<file path="config.mk">
export PLATFORM = sky130hd
export DESIGN_NAME = ip_packet_rx
export DESIGN_NICKNAME = d
export VERILOG_FILES = /design/src/rtl/ip_packet_rx_pkg.sv /design/src/rtl/ip_packet_rx_checksum.sv /design/src/rtl/ip_packet_rx.sv
export SDC_FILE = /design/constraint.sdc
export NUM_CORES = 1
export LEC_CHECK = 0
export ABC_AREA = 1
export CAP_MARGIN = 20
export CORE_UTILIZATION = 45
export DETAILED_ROUTE_END_ITERATION = 8
export HOLD_SLACK_MARGIN = 0.05
export PLACE_DENSITY = 0.69
export REMOVE_ABC_BUFFERS = 1
export SLEW_MARGIN = 20
export SYNTH_ARGS = -nofsm -noshare
export SYNTH_HDL_FRONTEND = slang
export SYNTH_SLANG_ARGS = --single-unit
</file>
<file path="constraint.sdc">
create_clock -name ACLK -period 3.5 [get_ports ACLK]
set_input_delay 0.7 -clock ACLK [delete_from_list [all_inputs] [get_ports ACLK]]
set_output_delay 0.7 -clock ACLK [all_outputs]
set_load 0.05 [all_outputs]
</file>
<file path="src/rtl/ip_packet_rx_pkg.sv">
// Shared constants, frame offsets and FSM states for the IPv4 packet path.
// Used by both the receive and transmit sides.
package ip_packet_rx_pkg;

    localparam int          DEF_PACKET_BYTES = 60;
    localparam logic [15:0] DEF_ETH_TYPE     = 16'h8000;
    localparam logic [7:0]  DEF_IP_PROTOCOL  = 8'h04;
    localparam logic [7:0]  IP_VERSION_IHL   = 8'h45;

    localparam logic [7:0] OFF_DST_MAC = 8'd0;
    localparam logic [7:0] OFF_SRC_MAC = 8'd6;
    localparam logic [7:0] OFF_TYPE    = 8'd12;
    localparam logic [7:0] OFF_IP_HDR  = 8'd14;
    localparam logic [7:0] OFF_PROTO   = 8'd23;
    localparam logic [7:0] OFF_CSUM    = 8'd24;
    localparam logic [7:0] OFF_SRC_IP  = 8'd26;
    localparam logic [7:0] OFF_DST_IP  = 8'd30;
    localparam logic [7:0] OFF_MSG_HI  = 8'd34;
    localparam logic [7:0] OFF_MSG_LO  = 8'd35;

    typedef enum logic [2:0] {
        ST_IDLE,
        ST_HEADER,
        ST_PAD,
        ST_DRAIN,
        ST_CHECK,
        ST_HOLD
    } rx_state_e;

    function automatic logic [15:0] sat_inc16(input logic [15:0] v);
        return (v == 16'hFFFF) ? v : v + 16'd1;
    endfunction

endpackage

</file>
<file path="src/rtl/ip_packet_rx_checksum.sv">
// Running ones-complement sum of 16-bit words with end-around carry.
// Sum is registered and already folded, so it is valid the cycle after a strobe.
import ip_packet_rx_pkg::*;

module ipv4_checksum_accumulator (
    input  logic        clk,
    input  logic        rst_n,
    input  logic        clear,
    input  logic        strobe,
    input  logic [15:0] word,
    output logic [15:0] sum
);

    logic [16:0] raw;

    // Two 16-bit addends can never carry twice, so one fold is enough.
    assign raw = {1'b0, sum} + {1'b0, word};

    always_ff @(posedge clk) begin
        if (!rst_n || clear) begin
            sum <= '0;
        end else if (strobe) begin
            sum <= raw[15:0] + {15'd0, raw[16]};
        end
    end

endmodule

</file>
<file path="src/rtl/ip_packet_rx.sv">
// Receives fixed-size Ethernet/IPv4 frames from the MAC byte stream and
// hands the sender address and 10-bit message of each valid frame upstream.
import ip_packet_rx_pkg::*;

module ip_packet_rx #(
    parameter int          PACKET_BYTES = ip_packet_rx_pkg::DEF_PACKET_BYTES,
    parameter logic [15:0] ETH_TYPE     = ip_packet_rx_pkg::DEF_ETH_TYPE,
    parameter logic [7:0]  IP_PROTOCOL  = ip_packet_rx_pkg::DEF_IP_PROTOCOL
) (
    input  logic        ACLK,
    input  logic        ARESET,
    input  logic [31:0] ACCELERATOR_IP_ADDRESS,
    input  logic [47:0] ACCELERATOR_MAC_ADDRESS,
    input  logic [7:0]  MAC_DATA_IN,
    input  logic        MAC_DATA_VALID,
    input  logic        MAC_DATA_LAST,
    input  logic        MAC_DATA_TUSER,
    output logic        MAC_DATA_READY,
    output logic [31:0] SENDER_IP_ADDRESS,
    output logic [47:0] SENDER_MAC_ADDRESS,
    output logic [9:0]  SENDER_MESSAGE,
    output logic        MESSAGE_VALID,
    input  logic        MESSAGE_ACCEPT,
    output logic [15:0] DROP_COUNT
);

    localparam logic [7:0] IDX_LAST = 8'(PACKET_BYTES - 1);

    rx_state_e   state;
    logic [7:0]  idx;
    logic        beat;
    logic        take;

    logic [47:0] dst_mac;
    logic [47:0] src_mac;
    logic [15:0] eth_type;
    logic [7:0]  version;
    logic [7:0]  protocol;
    logic [31:0] src_ip;
    logic [31:0] dst_ip;
    logic [9:0]  message;
    logic        tuser_last;

    logic [7:0]  csum_hi;
    logic [15:0] csum_word;
    logic [15:0] csum_sum;
    logic        csum_strobe;
    logic        csum_clear;
    logic        pass;

    assign beat = MAC_DATA_VALID && MAC_DATA_READY;
    assign take = beat && (state inside {ST_IDLE, ST_HEADER, ST_PAD});

    // Header words arrive MSB first, but addresses are sent LSB first.
    assign csum_word   = (idx >= OFF_SRC_IP) ? {MAC_DATA_IN, csum_hi}
                                             : {csum_hi, MAC_DATA_IN};
    assign csum_strobe = take && idx[0] &&
                         (idx > OFF_IP_HDR) && (idx < OFF_MSG_HI);
    assign csum_clear  = (state == ST_IDLE);

    ipv4_checksum_accumulator u_csum (
        .clk    (ACLK),
        .rst_n  (ARESET),
        .clear  (csum_clear),
        .strobe (csum_strobe),
        .word   (csum_word),
        .sum    (csum_sum)
    );

    assign pass = ((dst_mac == ACCELERATOR_MAC_ADDRESS) || (dst_mac == '1)) &&
                  (eth_type == ETH_TYPE) &&
                  (version == IP_VERSION_IHL) &&
                  (protocol == IP_PROTOCOL) &&
                  (dst_ip == ACCELERATOR_IP_ADDRESS) &&
                  (csum_sum == 16'hFFFF) &&
                  !tuser_last;

    always_ff @(posedge ACLK) begin
        if (!ARESET) begin
            dst_mac    <= '0;
            src_mac    <= '0;
            eth_type   <= '0;
            version    <= '0;
            protocol   <= '0;
            src_ip     <= '0;
            dst_ip     <= '0;
            message    <= '0;
            csum_hi    <= '0;
            tuser_last <= 1'b0;
        end else if (take) begin
            if (idx < OFF_SRC_MAC) begin
                dst_mac <= {MAC_DATA_IN, dst_mac[47:8]};
            end else if (idx < OFF_TYPE) begin
                src_mac <= {MAC_DATA_IN, src_mac[47:8]};
            end else if (idx < OFF_IP_HDR) begin
                eth_type <= {eth_type[7:0], MAC_DATA_IN};
            end else if (idx >= OFF_SRC_IP && idx < OFF_DST_IP) begin
                src_ip <= {MAC_DATA_IN, src_ip[31:8]};
            end else if (idx >= OFF_DST_IP && idx < OFF_MSG_HI) begin
                dst_ip <= {MAC_DATA_IN, dst_ip[31:8]};
            end
            if (idx == OFF_IP_HDR) begin
                version <= MAC_DATA_IN;
            end
            if (idx == OFF_PROTO) begin
                protocol <= MAC_DATA_IN;
            end
            if (idx == OFF_MSG_HI) begin
                message[9:8] <= MAC_DATA_IN[1:0];
            end
            if (idx == OFF_MSG_LO) begin
                message[7:0] <= MAC_DATA_IN;
            end
            if (!idx[0]) begin
                csum_hi <= MAC_DATA_IN;
            end
            tuser_last <= MAC_DATA_TUSER;
        end
    end

    always_ff @(posedge ACLK) begin
        if (!ARESET) begin
            state              <= ST_IDLE;
            idx                <= '0;
            MAC_DATA_READY     <= 1'b0;
            MESSAGE_VALID      <= 1'b0;
            SENDER_IP_ADDRESS  <= '0;
            SENDER_MAC_ADDRESS <= '0;
            SENDER_MESSAGE     <= '0;
            DROP_COUNT         <= '0;
        end else begin
            MAC_DATA_READY <= 1'b1;
            unique case (state)
                ST_IDLE, ST_HEADER, ST_PAD: begin
                    if (beat) begin
                        idx <= idx + 8'd1;
                        if (MAC_DATA_LAST && idx != IDX_LAST) begin
                            DROP_COUNT <= sat_inc16(DROP_COUNT);
                            state      <= ST_IDLE;
                            idx        <= '0;
                        end else if (idx == IDX_LAST) begin
                            idx <= '0;
                            if (MAC_DATA_LAST) begin
                                state          <= ST_CHECK;
                                MAC_DATA_READY <= 1'b0;
                            end else begin
                                DROP_COUNT <= sat_inc16(DROP_COUNT);
                                state      <= ST_DRAIN;
                            end
                        end else if (idx == OFF_MSG_LO) begin
                            state <= ST_PAD;
                        end else if (state == ST_IDLE) begin
                            state <= ST_HEADER;
                        end
                    end
                end
                ST_DRAIN: begin
                    if (beat && MAC_DATA_LAST) begin
                        state <= ST_IDLE;
                    end
                end
                ST_CHECK: begin
                    if (pass) begin
                        state              <= ST_HOLD;
                        MAC_DATA_READY     <= 1'b0;
                        MESSAGE_VALID      <= 1'b1;
                        SENDER_IP_ADDRESS  <= src_ip;
                        SENDER_MAC_ADDRESS <= src_mac;
                        SENDER_MESSAGE     <= message;
                    end else begin
                        DROP_COUNT <= sat_inc16(DROP_COUNT);
                        state      <= ST_IDLE;
                    end
                end
                ST_HOLD: begin
                    if (MESSAGE_ACCEPT) begin
                        MESSAGE_VALID <= 1'b0;
                        state         <= ST_IDLE;
                    end else begin
                        MAC_DATA_READY <= 1'b0;
                    end
                end
                default: begin
                    state <= ST_IDLE;
                    idx   <= '0;
                end
            endcase
        end
    end

endmodule
</file>
# Yosys cells after proc, flatten, opt, wreduce, memory -nomap -nowiden

Index checks and enable logic that the tools add are counted.

Order comparisons: 8
Equality and inequality tests: 27
Reductions and logical operators: 40
$add $sub $neg: 4
Bitwise logic cells: 6
Mux-type cells: 32

Operators by type and width:

| kind                    | count |
|---|---|
| $mux W16                | 7 |
| $eq A16 B16 Y1 const B  | 3 |
| $eq A48 B48 Y1          | 1 |
| $eq A48 B48 Y1 const B  | 1 |
| $eq A32 B32 Y1          | 1 |
| $pmux W16 S2            | 1 |
| $mux W3                 | 9 |
| $eq A8 B6 Y1 const B    | 3 |
| $mux W8                 | 3 |
| $add A16 B16 Y17        | 1 |
| $add A16 B1 Y16         | 1 |
| $add A16 B1 Y16 const B | 1 |
| $ge A8 B5 Y1 const B    | 2 |
| $lt A8 B4 Y1 const B    | 2 |
| $pmux W8 S2             | 1 |
| $reduce_and A2 Y1       | 8 |
| $logic_and A1 B1 Y1     | 15 |
| $pmux W3 S4             | 1 |
| $ne A2 B2 Y1 const B    | 5 |
| $reduce_and A5 Y1       | 2 |
| $add A8 B1 Y8 const B   | 1 |
| $eq A8 B3 Y1 const B    | 1 |
| $eq A8 B4 Y1 const B    | 1 |
| $eq A8 B5 Y1 const B    | 1 |
| other kinds (24)        | 45 |

Output and inout port bits: 108
Input bits: 94
Bits in registers: 346

# Depth between registers and ports, before layout

Word-level depth: 10
Depth in mapped cells: 28

# Modules after synthesis

Synthesis repeated with hierarchy kept, for this count alone.

Cells, all modules: 2342
Area total of the unflattened synthesis: 16303.1 um^2

By module, submodules not included:

| module                    | instances | cells an instance | seq. area each (um^2) | area each (um^2) |
|---|---|---|---|---|
| ip_packet_rx              | 1         | 1991              | 6606.3                | 14323.7 |
| ipv4_checksum_accumulator | 1         | 351               | 320.3                 | 1979.4 |

# Least setup slack after synthesis

Ideal clock, no wire load.

Kind: register -> register
From: reg idx[7]
To: reg u_csum.sum[8]
Buffers on the path: 1
Library setup time: 0.114 ns
Stages on the path, launching flop included: 27
Period minus slack after synthesis: 3.366 ns
Arrival: 3.253 ns
Setup slack: 0.134 ns
Cells stage by stage: dfxtp_1 > nor2_2 > inv_2 > nor2_2 > nand2_1 > clkbuf_1 > nand2_1 > o21ai_0 > ha_1 > fa_1 > nand2_1 > nand2_1 > nand3_1 > nand2_1 > nand2_1 > nand2_1 > a21oi_1 > o21bai_1 > ha_1 > ha_1 > inv_1 > nor2_1 > nand3_1 > nor2_2 > xor2_1 > o21bai_1 > inv_1

Word-level cells in the longest chain between the ends: 4
Elaborated cells on any way between the ends: 8
Those cells by class: add/sub (2); order compare (3); mux (1); reduce/logical (2)

Ends and longest elaborated chain:

| what                   | RTL line                    | text |
|---|---|---|
| from (decl)            | ip_packet_rx.sv:30          | `logic [7:0] idx;` |
| from (signal assigned) | ip_packet_rx.sv:136         | `idx <= idx + 8'd1;` |
| $ge A8 B5 Y1           | ip_packet_rx.sv:55          | `assign csum_word = (idx >= OFF_SRC_IP) ? {MAC_DATA_IN, csum_hi}` |
| $mux W16               | ip_packet_rx.sv:55          |  |
| $add A16 B16 Y17       | ip_packet_rx_checksum.sv:17 | `assign raw = {1'b0, sum} + {1'b0, word};` |
| $add A16 B1 Y16        | ip_packet_rx_checksum.sv:23 | `sum <= raw[15:0] + {15'd0, raw[16]};` |
| to (signal assigned)   | ip_packet_rx_checksum.sv:23 |  |
| to (decl)              | ip_packet_rx_checksum.sv:11 | `output logic [15:0] sum` |

Several ways; a longest one is shown, not always the timed one.
A chain may end at the register's enable or synchronous reset.

# Final worst setup path

From: reg idx[6]
To: reg u_csum.sum[11]

Same word-level chain as after synthesis.

==> key figures <==
Status
  • Outcome: completed

Timing
  • RSZ-0062 raised after global routing: true
  • TNS Setup: 0 ns
  • Clk_skew: 0.0115 ns
  • Post-route worst setup slack: 0.0915 ns
  • Max Freq: 293 MHz
  • Count of final setup violators: 0
  • Hold Vio Cnt, Final: 0
  • Period utilization: 97.4%
  • Fin crit period: 3.41 ns
  • Final Max Slew Viols: 0
  • Worst Tran Pin Value: 1.08 ns
  • Slew headroom: 28.3%

Pwr
  • P per Cell Area: 421 mW/mm2
  • Leak Pwr: 7.54 nW
  • Max VDD drop: 0.000426 V
  • Power Total: 8.59 mW

Run
  • Max-cap violations: 0

Die
  • Die area: 0.0365 mm2
  • Die width: 191 um
  • Starting density of the core: 46.1%
  • Row cnt: 68
  • Die H: 191 um
  • Core box area: 0.0349 mm2
  • I/O pins: 202

Yosys
  • Commonest cells post-synth: nand2_1 (350), dfxtp_1 (346), a21oi_1 (311), inv_1 (270), nand3_1 (169)
  • Synth top area share: 43.1%
  • Most instantiated library cell after synthesis: nand2_1
  • Syn. warnings: 0
  • Sequential share of the synthesized area: 43.1%
  • Largest cells by area after synthesis: dfxtp_1 (43%), a21oi_1 (9.7%), nand2_1 (8.2%), inv_1 (6.3%), nand3_1 (5.3%)
  • Synth Area per Inst: 7.36 um2
  • Distinct cells, synth: 46
  • Post-synth ARST share: 0%
  • Top_reg_cell synth: dfxtp_1
  • Post-Synthesis Cells: 2185
  • Post-synth EDFFs: 0
  • FF+latch count, synth: 346
  • Leading area contributor after synthesis: dfxtp_1
  • Syn Std Cell Area: 0.0161 mm2

CTS
  • Reg clk slew, reported paths: 0.07 ns
  • Clock sink count: 346
  • Clock root buffer: clkbuf_16
  • Clk Latency, worst-skew pair: 0.52 ns
  • CTS max path bufs: 3
  • CTS tree: yes
  • Number of H-tree levels: 2
  • CTS Buf Count: 38

Critical path
  • CP Launch Type: register
  • Crit Path Category: reg -> reg
  • CP required: 3.90 ns
  • Worst flop-to-flop path startpoint: idx[6]
  • Critical Path AT: 3.81 ns
  • R2R depth: 25
  • Worst r2r dst: u_csum.sum[11]
  • Crit path capture type: register
  • Flop2flop setup slack: 0.09 ns
  • Crit Path Max Fanout: 7

Route
  • Vias: 14900
  • Avg WL per Cell: 15.1 um
  • Via/cell ratio: 5.14
  • Drt pass-1 iters: 5
  • Detail Route Antenna Nets: 0
  • Initial DRC Count: 929
  • DRC viols: 0
  • Total routed wirelength: 43600 um

GRT
  • Initial antenna violation count: 0
  • Vias in the first global route: 13800
  • Largest net degree at the start of global routing: 123
  • Gr usage total: 23.3%
  • First-pass GRT wire length: 69100 um
  • GRT overflow: 0

Placed design
  • Post-DP Area: 0.0189 mm2
  • Pre-CTS setup slack: -0.330 ns
  • Hpwl dp: 30000 um
  • Routability Congestion: 0.878
  • Port Buffers: 201

Min path
  • Hold Crit Start: version[6]
  • Hold Crit Depth: 2
  • HP Class: reg -> reg
  • Worst Hold Path EP: version[6]

Cells and area
  • # diodes: 0
  • Design Area, Final: 0.0204 mm2
  • Share of cells above drive strength 1: 10.2%
  • Final net count: 2529
  • Area delta synth->final: 26.9%
==> how the worst max path moves through the flow <==
stage / from / to / slack, ns / cells past startpoint
after floorplan: ACCELERATOR_IP_ADDRESS[16] / DROP_COUNT[0] / -3.10 / 10
final: idx[6] / u_csum.sum[11] / 0.09 / 25
after CTS: idx[7] / u_csum.sum[7] / 0.001 / 26
after global routing: idx[6] / u_csum.sum[11] / -0.12 / 26
after detailed placement: MAC_DATA_IN[1] / u_csum.sum[14] / -0.33 / 23
after global placement: MAC_DATA_IN[1] / u_csum.sum[14] / -0.29 / 23
==> layer usage <==
| metal | GRT usage (%) | up-vias | routed length [um] |
|---|---|---|---|
| li1 | - | 7634 | - |
| met1 | 30.6 | 6829 | 19700 |
| met2 | 39.0 | 333 | 20700 |
| met3 | 3.14 | 85 | 1930 |
| met4 | 7.97 | 0 | 1240 |
| met5 | 0 | - | 0 |
==> cell usage in the layout, fill, tap and decap left out, types with 4 or more instances in the layout <==
master / count
ha_1: 17
dfxtp_1: 344
nand2_1: 339
o21a_1: 91
bufinv_16: 5
xor2_1: 19
buf_4: 92
a21oi_2: 14
nand3_2: 6
or2_0: 5
or2_2: 6
clkbuf_16: 41
nor4_1: 5
o22ai_1: 4
nand2_2: 10
nand4_1: 41
buf_12: 4
xnor2_1: 55
clkdlybuf4s50_1: 200
inv_1: 265
clkinv_2: 6
nor2_1: 132
nor2_2: 6
nor2_4: 9
nand3_1: 163
inv_2: 15
o21ai_0: 143
clkbuf_1: 9
o21ai_1: 12
a21oi_1: 309
nor3_1: 19
nor3_2: 4
==> flip-flops by register name, indices dropped and copies added (netlist names) <==
register,cells
dst_mac,48
protocol,8
SENDER_MESSAGE,10
MESSAGE_VALID,1
u_csum.sum,16
src_mac,48
message,10
SENDER_MAC_ADDRESS,48
csum_hi,8
eth_type,16
version,8
src_ip,32
dst_ip,32
idx,8
tuser_last,1
state,3
DROP_COUNT,16
MAC_DATA_READY,1
SENDER_IP_ADDRESS,32
==> report_power, final <==
part | total [mW] | switching, mW | leakage (nW) | internal [mW]
Combinational | 0.532 | 0.298 | 4.13 | 0.234
Clock | 4.07 | 1.61 | 0.613 | 2.46
Sequential | 3.99 | 0.0250 | 2.79 | 3.96
Total | 8.59 | 1.93 | 7.54 | 6.66
==> final cells by class <==
type | instances | area, um2
fillers | 3278 | 14500
multi-input cells | 1445 | 7750
flip-flops and latches | 346 | 6930
repair buffers | 300 | 2850
inverters | 282 | 1060
clock buffers | 50 | 1040
well taps | 455 | 569
clock inverters | 16 | 221
==> kinds of logic after synthesis <==
| logic type | after synthesis | synth area share [%] |
|---|---|---|
| fa+ha+maj | 22 | 1.76 |
| simple gates | 758 | 20.8 |
| flops | 346 | 43.1 |
| compound gates | 589 | 20.4 |
| xor+xnor | 76 | 4.23 |
| buf+inv | 394 | 9.80 |
==> stage by stage <==
stage               util [%]  hold WS, ns  instances
floorplan                  -        0.423       2073
CTS                     57.8        0.451       2884
detailed placement      54.2        0.441       2818
global placement        54.2        0.435       2818
finish                  58.5        0.452       2894
global route            58.5        0.468       2894
==> worst max-delay path, stage by stage, from the launching register on <==
cell      delay (ns)
dfxtp_2         0.33
nor2_4          0.12
inv_2           0.06
nor2_4          0.15
nand2_4         0.11
buf_12          0.16
buf_6           0.12
nand2_1         0.04
o21ai_1         0.08
ha_1            0.33
nand2_2         0.09
nor2_4          0.13
and2_4          0.16
nand2_4         0.05
nand2_4         0.05
a21oi_2         0.06
o21bai_1        0.15
ha_2            0.25
nand3_2         0.11
inv_2           0.08
nand3_4         0.09
nor2_4          0.14
nand3_2         0.08
nor2_2          0.12
xor2_1          0.14
a21oi_1         0.07
==> repair_timing <==
action                     4_1_cts  5_1_grt
setup endpoints to repair        8       15
pin swaps                        0       28
cloned                           0        2
resized for setup                2       59
setup buffers                    0        8
hold buffers                     0        0
No activity file was read; power rests on OpenSTA's default activity.
